`src/rtl/mem_arb_pkg.sv`:
```
// mem_arb_pkg: shared types and constants for the memory port arbiter.
//   arb_state_e  : arbiter FSM states
//   WMODE_*      : memory write_mode encodings (00 read, 01 byte, 10 half, 11 word)
package mem_arb_pkg;

  typedef enum logic [1:0] {
    ST_IDLE    = 2'b00,
    ST_READ    = 2'b01,
    ST_WRITE   = 2'b10,
    ST_RECOVER = 2'b11
  } arb_state_e;

  localparam logic [1:0] WMODE_NONE = 2'b00;
  localparam logic [1:0] WMODE_BYTE = 2'b01;
  localparam logic [1:0] WMODE_HALF = 2'b10;
  localparam logic [1:0] WMODE_WORD = 2'b11;

endpackage

```
`src/rtl/mem_arb_pick.sv`:
```
// mem_arb_pick: combinational grant selection for the two-port memory arbiter.
//   req_i[1:0]    in  per-port request
//   last_grant_i  in  port granted most recently (round-robin build only)
//   grant_o       out winning port index
//   valid_o       out at least one request present
// Build option: MEM_ARB_RR_EN selects round-robin on conflict; when undefined,
// port 0 has fixed priority.
module mem_arb_pick
  import mem_arb_pkg::*;
(
  input  logic [1:0] req_i,
  input  logic       last_grant_i,
  output logic       grant_o,
  output logic       valid_o
);

`ifdef MEM_ARB_RR_EN
  always_comb begin
    valid_o = |req_i;
    // On conflict the port that did not win last time goes next.
    if (&req_i) grant_o = ~last_grant_i;
    else        grant_o = ~req_i[0];
  end
`else
  always_comb begin
    valid_o = |req_i;
    grant_o = ~req_i[0];
  end

  logic unused_last_grant;
  assign unused_last_grant = last_grant_i;
`endif

endmodule

```
`src/rtl/mem_port_arbiter.sv`:
```
// mem_port_arbiter: shares one byte-addressable memory port between the CPU
// sequencer (port 0) and the debug/dump engine (port 1).
//   clk, rst             clock, asynchronous active-low reset
//   req[1:0]             level requests, held until ack
//   wmode0/1, addr0/1, wdata0/1  per-port access mode, byte address, write data
//   ack[1:0], err        one-cycle completion pulse per port, write error flag
//   rdata                read word, valid from ack until next grant
//   busy                 high whenever not IDLE
//   mem_address, mem_write_mode, mem_wbyte/whalf/wword  memory side controls
//   mem_rdata, mem_done, mem_error                      memory side status
// Build option: MEM_ARB_RR_EN (round-robin arbitration, see mem_arb_pick).
module mem_port_arbiter
  import mem_arb_pkg::*;
#(
  parameter int unsigned ADDR_W   = 32,
  parameter int unsigned DATA_W   = 32,
  parameter int unsigned READ_LAT = 2
) (
  input  logic              clk,
  input  logic              rst,
  input  logic [1:0]        req,
  input  logic [1:0]        wmode0,
  input  logic [1:0]        wmode1,
  input  logic [ADDR_W-1:0] addr0,
  input  logic [ADDR_W-1:0] addr1,
  input  logic [DATA_W-1:0] wdata0,
  input  logic [DATA_W-1:0] wdata1,
  output logic [1:0]        ack,
  output logic              err,
  output logic [DATA_W-1:0] rdata,
  output logic              busy,
  output logic [ADDR_W-1:0] mem_address,
  output logic [1:0]        mem_write_mode,
  output logic [7:0]        mem_wbyte,
  output logic [15:0]       mem_whalf,
  output logic [DATA_W-1:0] mem_wword,
  input  logic [DATA_W-1:0] mem_rdata,
  input  logic              mem_done,
  input  logic              mem_error
);

  localparam int unsigned CNT_W = $clog2(READ_LAT + 1);
  localparam logic [CNT_W-1:0] CNT_CAP = CNT_W'(READ_LAT - 1);
  localparam logic [CNT_W-1:0] CNT_ACK = CNT_W'(READ_LAT);

  arb_state_e        state_q;
  logic [CNT_W-1:0]  cnt_q;
  logic              gnt_q;
  logic              last_grant_q;
  logic [1:0]        ack_q;
  logic              err_q;
  logic [DATA_W-1:0] rdata_q;
  logic [ADDR_W-1:0] addr_q;
  logic [1:0]        wmode_q;
  logic [DATA_W-1:0] wdata_q;

  logic              pick_grant;
  logic              pick_valid;
  logic [ADDR_W-1:0] sel_addr;
  logic [1:0]        sel_wmode;
  logic [DATA_W-1:0] sel_wdata;

  mem_arb_pick u_pick (
    .req_i        (req),
    .last_grant_i (last_grant_q),
    .grant_o      (pick_grant),
    .valid_o      (pick_valid)
  );

  always_comb begin
    sel_addr  = pick_grant ? addr1  : addr0;
    sel_wmode = pick_grant ? wmode1 : wmode0;
    sel_wdata = pick_grant ? wdata1 : wdata0;
  end

  always_ff @(posedge clk or negedge rst) begin
    if (!rst) begin
      state_q      <= ST_IDLE;
      cnt_q        <= '0;
      gnt_q        <= 1'b0;
      last_grant_q <= 1'b1;
      ack_q        <= '0;
      err_q        <= 1'b0;
      rdata_q      <= '0;
      addr_q       <= '0;
      wmode_q      <= WMODE_NONE;
      wdata_q      <= '0;
    end else begin
      ack_q <= '0;
      err_q <= 1'b0;
      case (state_q)
        ST_IDLE: begin
          if (pick_valid) begin
            gnt_q        <= pick_grant;
            last_grant_q <= pick_grant;
            addr_q       <= sel_addr;
            wmode_q      <= sel_wmode;
            wdata_q      <= sel_wdata;
            cnt_q        <= '0;
            state_q      <= (sel_wmode == WMODE_NONE) ? ST_READ : ST_WRITE;
          end
        end
        ST_READ: begin
          // Data is captured at READ_LAT-1 and acknowledged one cycle later,
          // giving READ_LAT+1 cycles from grant edge to ack.
          if (cnt_q == CNT_ACK) begin
            ack_q   <= gnt_q ? 2'b10 : 2'b01;
            state_q <= ST_IDLE;
          end else begin
            if (cnt_q == CNT_CAP) rdata_q <= mem_rdata;
            cnt_q <= cnt_q + CNT_W'(1);
          end
        end
        ST_WRITE: begin
          if (mem_error || mem_done) begin
            ack_q   <= gnt_q ? 2'b10 : 2'b01;
            err_q   <= mem_error;
            wmode_q <= WMODE_NONE;
            state_q <= ST_RECOVER;
          end
        end
        ST_RECOVER: state_q <= ST_IDLE;
        default:    state_q <= ST_IDLE;
      endcase
    end
  end

  assign ack            = ack_q;
  assign err            = err_q;
  assign rdata          = rdata_q;
  assign busy           = (state_q != ST_IDLE);
  assign mem_address    = addr_q;
  assign mem_write_mode = wmode_q;
  assign mem_wbyte      = wdata_q[7:0];
  assign mem_whalf      = wdata_q[15:0];
  assign mem_wword      = wdata_q;

endmodule

```
`config.mk`:
```
export PLATFORM = sky130hd
export DESIGN_NAME = mem_port_arbiter
export DESIGN_NICKNAME = d
export VERILOG_FILES = /design/src/rtl/mem_arb_pkg.sv /design/src/rtl/mem_arb_pick.sv /design/src/rtl/mem_port_arbiter.sv
export SDC_FILE = /design/constraint.sdc
export NUM_CORES = 1
export LEC_CHECK = 0
export CAP_MARGIN = 20
export CELL_PAD_IN_SITES_DETAIL_PLACEMENT = 1
export CELL_PAD_IN_SITES_GLOBAL_PLACEMENT = 1
export CORE_MARGIN = 2
export CORE_UTILIZATION = 28
export DETAILED_ROUTE_END_ITERATION = 8
export PLACE_DENSITY_LB_ADDON = 0.05
export SYNTH_ARGS = -nofsm -noshare
export SYNTH_HDL_FRONTEND = slang
export SYNTH_SLANG_ARGS = --single-unit
```
`constraint.sdc`:
```
create_clock -name clk -period 1.9 [get_ports clk]
set_clock_uncertainty 0.15 [all_clocks]
set_input_delay 0.19 -clock clk [delete_from_list [all_inputs] [get_ports clk]]
set_output_delay 0.19 -clock clk [all_outputs]
set_load 0.01 [all_outputs]
```
After elaboration in Yosys (flattened, before gate mapping)
Index checks and enable logic that the tools add are counted.
{"block": "word_totals", "regBits": 106, "input_bits": 170, "wordCells": 53}
{"block": "op_classes", "add_sub_neg": 1, "n_eq_ne": 9, "muxes": 20, "bitwise_logic": 2, "reduce_logical": 12}
{"operator": "32-bit two-way mux", "n": 2}
{"operator": "2-bit two-way mux", "n": 12}
{"operator": "2-bit case mux with 2 select lines", "n": 3}
{"operator": "3-bit AND reduction", "n": 4}
{"operator": "2-bit inequality test, second input constant", "n": 4}
{"operator": "2-bit case mux with 4 select lines", "n": 1}
{"operator": "2-bit equality test, second input constant", "n": 3}
{"operator": "2-bit nonzero test", "n": 3}
{"operator": "2-bit by 1-bit equality test with 1-bit output, second input constant", "n": 2}
{"operator": "2-bit zero test", "n": 2}
{"operator": "2-bit by 1-bit adder with 2-bit output, second input constant", "n": 1}
{"operator": "1-bit two-way mux", "n": 2}
{"operator": "1-bit NOT", "n": 2}
{"operator": "2-bit AND reduction", "n": 1}
{"operator": "2-bit OR reduction", "n": 1}
{"operator": "1-bit logical OR", "n": 1}

Longest topological paths before layout
{"block": "depth", "depth_word": 5, "ltp_mapped": 7, "ltp_nobuf": 6}

Modules after synthesis
From an unflattened synthesis, not the netlist that was laid out.
{"block": "unflattened", "hier_cells": 440, "hier_area_um2": 4953.5}
{"module": "mem_port_arbiter", "n_inst": 1, "cells_each": 438, "area_each_um2": 4943.5}
{"module": "mem_arb_pick", "n_inst": 1, "cells_each": 2, "area_each_um2": 10.0}

Worst setup path after synthesis
OpenSTA, ideal clock, no wires.
{"block": "synth_path", "kind": "register -> register", "from": "reg state_q[0]", "to": "reg wmode_q[0], in the netlist mem_write_mode[0]", "setup_ns": 0.128, "arrival_time_ns": 1.390, "path_slack_ns": 0.233, "path_stages_with_launch": 6, "n_path_buf": 0, "period_less_slack_ns": 1.667, "path_cell_list": "dfrtp_1 > inv_1 > ha_1 > nor3b_4 > a21oi_1 > mux2_1"}
{"block": "synth_between", "elab_chain_len": 3}
{"element": "start: declaration", "line": "mem_port_arbiter.sv:46", "text": "arb_state_e state_q;"}
{"element": "start signal: assignment", "line": "mem_port_arbiter.sv:100", "text": "state_q <= (sel_wmode == WMODE_NONE) ? ST_READ : ST_WRITE;"}
{"element": "2-bit equality test or 2-bit zero test (tied branches)", "line": "mem_port_arbiter.sv:91", "text": "case (state_q)"}
{"element": "2-bit inequality test (no source line) or 2-bit nonzero test (tied branches)"}
{"element": "3-bit AND reduction (no source line)"}
{"element": "end signal: assignment", "line": "mem_port_arbiter.sv:97", "text": "wmode_q <= sel_wmode;"}
{"element": "end: declaration", "line": "mem_port_arbiter.sv:54", "text": "logic [1:0] wmode_q;"}
Several ways; a longest one is shown, not always the timed one.
A chain may end at the register's enable or synchronous reset.

Final worst setup path
{"block": "layout_path", "from": "reg state_q[0]", "to": "out busy"}
{"block": "layout_between", "elab_chain_len": 1}
{"element": "2-bit nonzero test", "line": "mem_port_arbiter.sv:131", "text": "assign busy = (state_q != ST_IDLE);"}
{"element": "end: declaration", "line": "mem_port_arbiter.sv:31", "text": "output logic busy,"}
No other way between the ends.

==> results.sh <==
export IMPL_drive_above_1_share_pct=8.82
export IMPL_final_cell_mix="292 x clkdlybuf4s50_1, 106 x dfrtp_1, 70 x nand2_1, 66 x mux2i_1, 40 x o21ai_1"
export IMPL_die_w_um=138
export IMPL_synth_yosys_warnings=0
export IMPL_swShare_pct=33.1
export IMPL_power_frac_clock_pct=17.3
export IMPL_core_um2=17400
export IMPL_pwr_share_seq_pct=32.8
export IMPL_placed_area_um2=8030
export IMPL_arrival_ps=1460
export IMPL_synth_net_count=618
export IMPL_irDropWorstVdd_v=0.000547
export IMPL_initialDrtViolationCount=144
export IMPL_min_path_type="in2reg"
export IMPL_slew_headroom_pct=70.4
export IMPL_drt_first_pass_iters=4
export IMPL_nets=888
export IMPL_via_per_inst=4.51
export IMPL_fp_dieH_um=138
export IMPL_slowest_delay_ps=410
export IMPL_final_cell_count_no_fill=939
export IMPL_switching_power_mw=4.03
export IMPL_hold_start="req[0]"
export IMPL_antenna_cells=0
export IMPL_holdPathStages=4
export IMPL_critical_path_top_delay_family="buffers and inverters"
export IMPL_io_pins=296
export IMPL_regToRegSetupSlack_ps=130
export IMPL_wl_um=15500
export IMPL_drc=0
export IMPL_min_to="mem_write_mode[1]"
export IMPL_post_drt_wl_per_cell_um=16.5
export IMPL_syn_area_um2=4990
export IMPL_grt_overflow=0
export IMPL_grt_use_total_pct=16.3
export IMPL_power_density_nw_per_um2=1450
export IMPL_vias=4233
export IMPL_fin_area_um2=8390
export IMPL_fp_row_count=48
export IMPL_fin_crit_ps=1800
export IMPL_drv_slew=0
export IMPL_grt_max_degree=72
export IMPL_crit_path_end_kind="output port"
export IMPL_outcome="completed"
export IMPL_ys_ff_latch=106
export IMPL_r2r_cells=5
export IMPL_grt_pass1_wl_um=23400
export IMPL_drv_cap=0
export IMPL_slowest_stage="dfrtp_1"
export IMPL_setup_viol=0
export IMPL_clock_latency_ps=340
export IMPL_start_util_pct=28.8
export IMPL_port_buffers=295
export IMPL_path_class="reg2out"
export IMPL_worst_slew_pin_slew_ps=444
export IMPL_dp_final_hpwl_um=12100
export IMPL_cp_max_fo=6
export IMPL_cts_buffers=9
export IMPL_grt_pass1_vias=4468
export IMPL_p_int_mw=8.14
export IMPL_fin_crit_sh_pct=95.0
export IMPL_path_cells="inv_1 > ha_4 > inv_1 > dlygate4sd2_1"
export IMPL_ant_nets=0
export IMPL_dp_cells=922
export IMPL_worst_endpoint_required_ps=1560
export IMPL_r2r_start="state_q[0]"
export IMPL_yosysSeqAreaShare_pct=53.1
export IMPL_avgSynthCellArea_um2=11.3
export IMPL_cts_sinks=106
export IMPL_gp_congestion=0.698
export IMPL_htreeDepth=3
export IMPL_cpMostUsedCell="inv_1"
export IMPL_start_kind="flip-flop"
export IMPL_area_delta_synth_final_pct=68.1
export IMPL_synthCells=440
export IMPL_cts_buffer_depth=2
export IMPL_combPwrFrac_pct=49.9
export IMPL_final_common_cell="clkdlybuf4s50_1"
export IMPL_synth_distinct_cells=26
export IMPL_p_leak_nw=3.63
export IMPL_root_buffer="clkbuf_16"
export IMPL_finalHoldViolations=0
export IMPL_fmaxAchievable_mhz=554
export IMPL_cts_tree="yes"
export IMPL_setup_tns_ps=0
export IMPL_r2r_end="state_q[0]"
export IMPL_worstPathBufferInverterCount=3
export IMPL_antenna_found_initial=0
export IMPL_clk_pin_slew_ps=60
export IMPL_rsz0062_at_grt="no"
export IMPL_dieArea_um2=18900
[sequential cells by signal, indices dropped and copies added (netlist names)]
signal / cells
ack: 2
mem_wword: 32
cnt_q: 2
err: 1
gnt_q: 1
mem_address: 32
mem_write_mode: 2
rdata: 32
state_q: 2
[cells by family (layout without fill, tap and decap cells)]
kind of cell	count (synthesis)	in the layout	synth area share, %
DFF	106	106	53.1
buffers and inverters	55	329	7.84
AOI/OAI and AO/OA	84	84	8.92
adders and majority gates	8	8	2.01
muxes	100	100	20.9
and+or+nand+nor	87	87	7.19
[synth_stat cells, drive strengths merged]
master | number | area, um2
ha | 8 | 100
nand2b | 3 | 18.8
inv | 6 | 22.5
nand2 | 70 | 263
clkbuf | 3 | 11.3
a21oi | 8 | 40.0
nor2 | 6 | 22.5
buf | 46 | 358
mux2 | 34 | 383
o21bai | 1 | 11.3
a21o | 1 | 7.51
dfrtp | 106 | 2650
o221ai | 1 | 8.76
a221oi | 1 | 8.76
a221o | 1 | 10.0
and2 | 1 | 6.26
mux2i | 66 | 661
nand3 | 2 | 10.0
o21ai | 71 | 359
nor3b | 1 | 18.8
nor3 | 4 | 20.0
[metrics by stage]
step	hold WS [ps]	utilization (%)	power, mW	worst slack (ps)
2_1_floorplan	-256	-	6.88	233
3_3_place_gp	-157	46.3	9.96	157
3_5_place_dp	-157	46.3	10.2	69.6
4_1_cts	255	48.4	12.4	50.6
5_1_grt	293	48.4	13.1	6.00
6_report	258	48.4	12.2	95.0
[routing by layer]
| layer | up-vias | part of all wire [%] | GRT usage [%] |
|---|---|---|---|
| met5 | - | 0 | 0 |
| met4 | 0 | 1.8 | 5.90 |
| met3 | 16 | 9.5 | 4.97 |
| met2 | 165 | 52 | 29.3 |
| met1 | 2031 | 36 | 18.0 |
| li1 | 2021 | - | - |
[power by group through the flow]
stage | logic [mW] | clock network [mW] | registers (mW)
floorplan | 2.41 | 0 | 4.47
global placement | 5.99 | 0 | 3.97
detailed placement | 6.15 | 0 | 4.06
CTS | 6.21 | 2.20 | 4.02
global route | 6.63 | 2.29 | 4.14
finish | 6.08 | 2.11 | 3.99
[worst min-delay path: stages]
cell,delay (ps)
buf_4,210
mux2i_1,110
nor2_1,80
mux2_1,130
[final cells by class]
| class | count | area [um2] |
|---|---|---|
| Tap cell | 225 | 282 |
| Fill cell | 1859 | 8960 |
| Sequential cell | 106 | 2650 |
| Timing Repair Buffer | 308 | 3140 |
| Multi-Input combinational cell | 279 | 1970 |
| Inverter | 6 | 22.5 |
| Clock inverter | 5 | 104 |
| Clock buffer | 10 | 229 |
[timing repair]
action,in CTS,in global routing
hold endpoints to repair,106,0
endpoints found under the setup margin,1,0
buffers inserted,0,0
gates resized for setup,3,0
hold buffers,2,0
[worst max-delay path by stage]
stage	from	to	slack [ps]	cells after the start
floorplan	state_q[0]	mem_write_mode[0]	230	5
finish	state_q[0]	busy	100	4
global placement	state_q[0]	mem_write_mode[0]	160	5
global route	state_q[0]	state_q[0]	6	5
CTS	state_q[0]	busy	50	4
detailed placement	state_q[0]	cnt_q[0]	70	7
No activity file was read; power rests on OpenSTA's default activity.
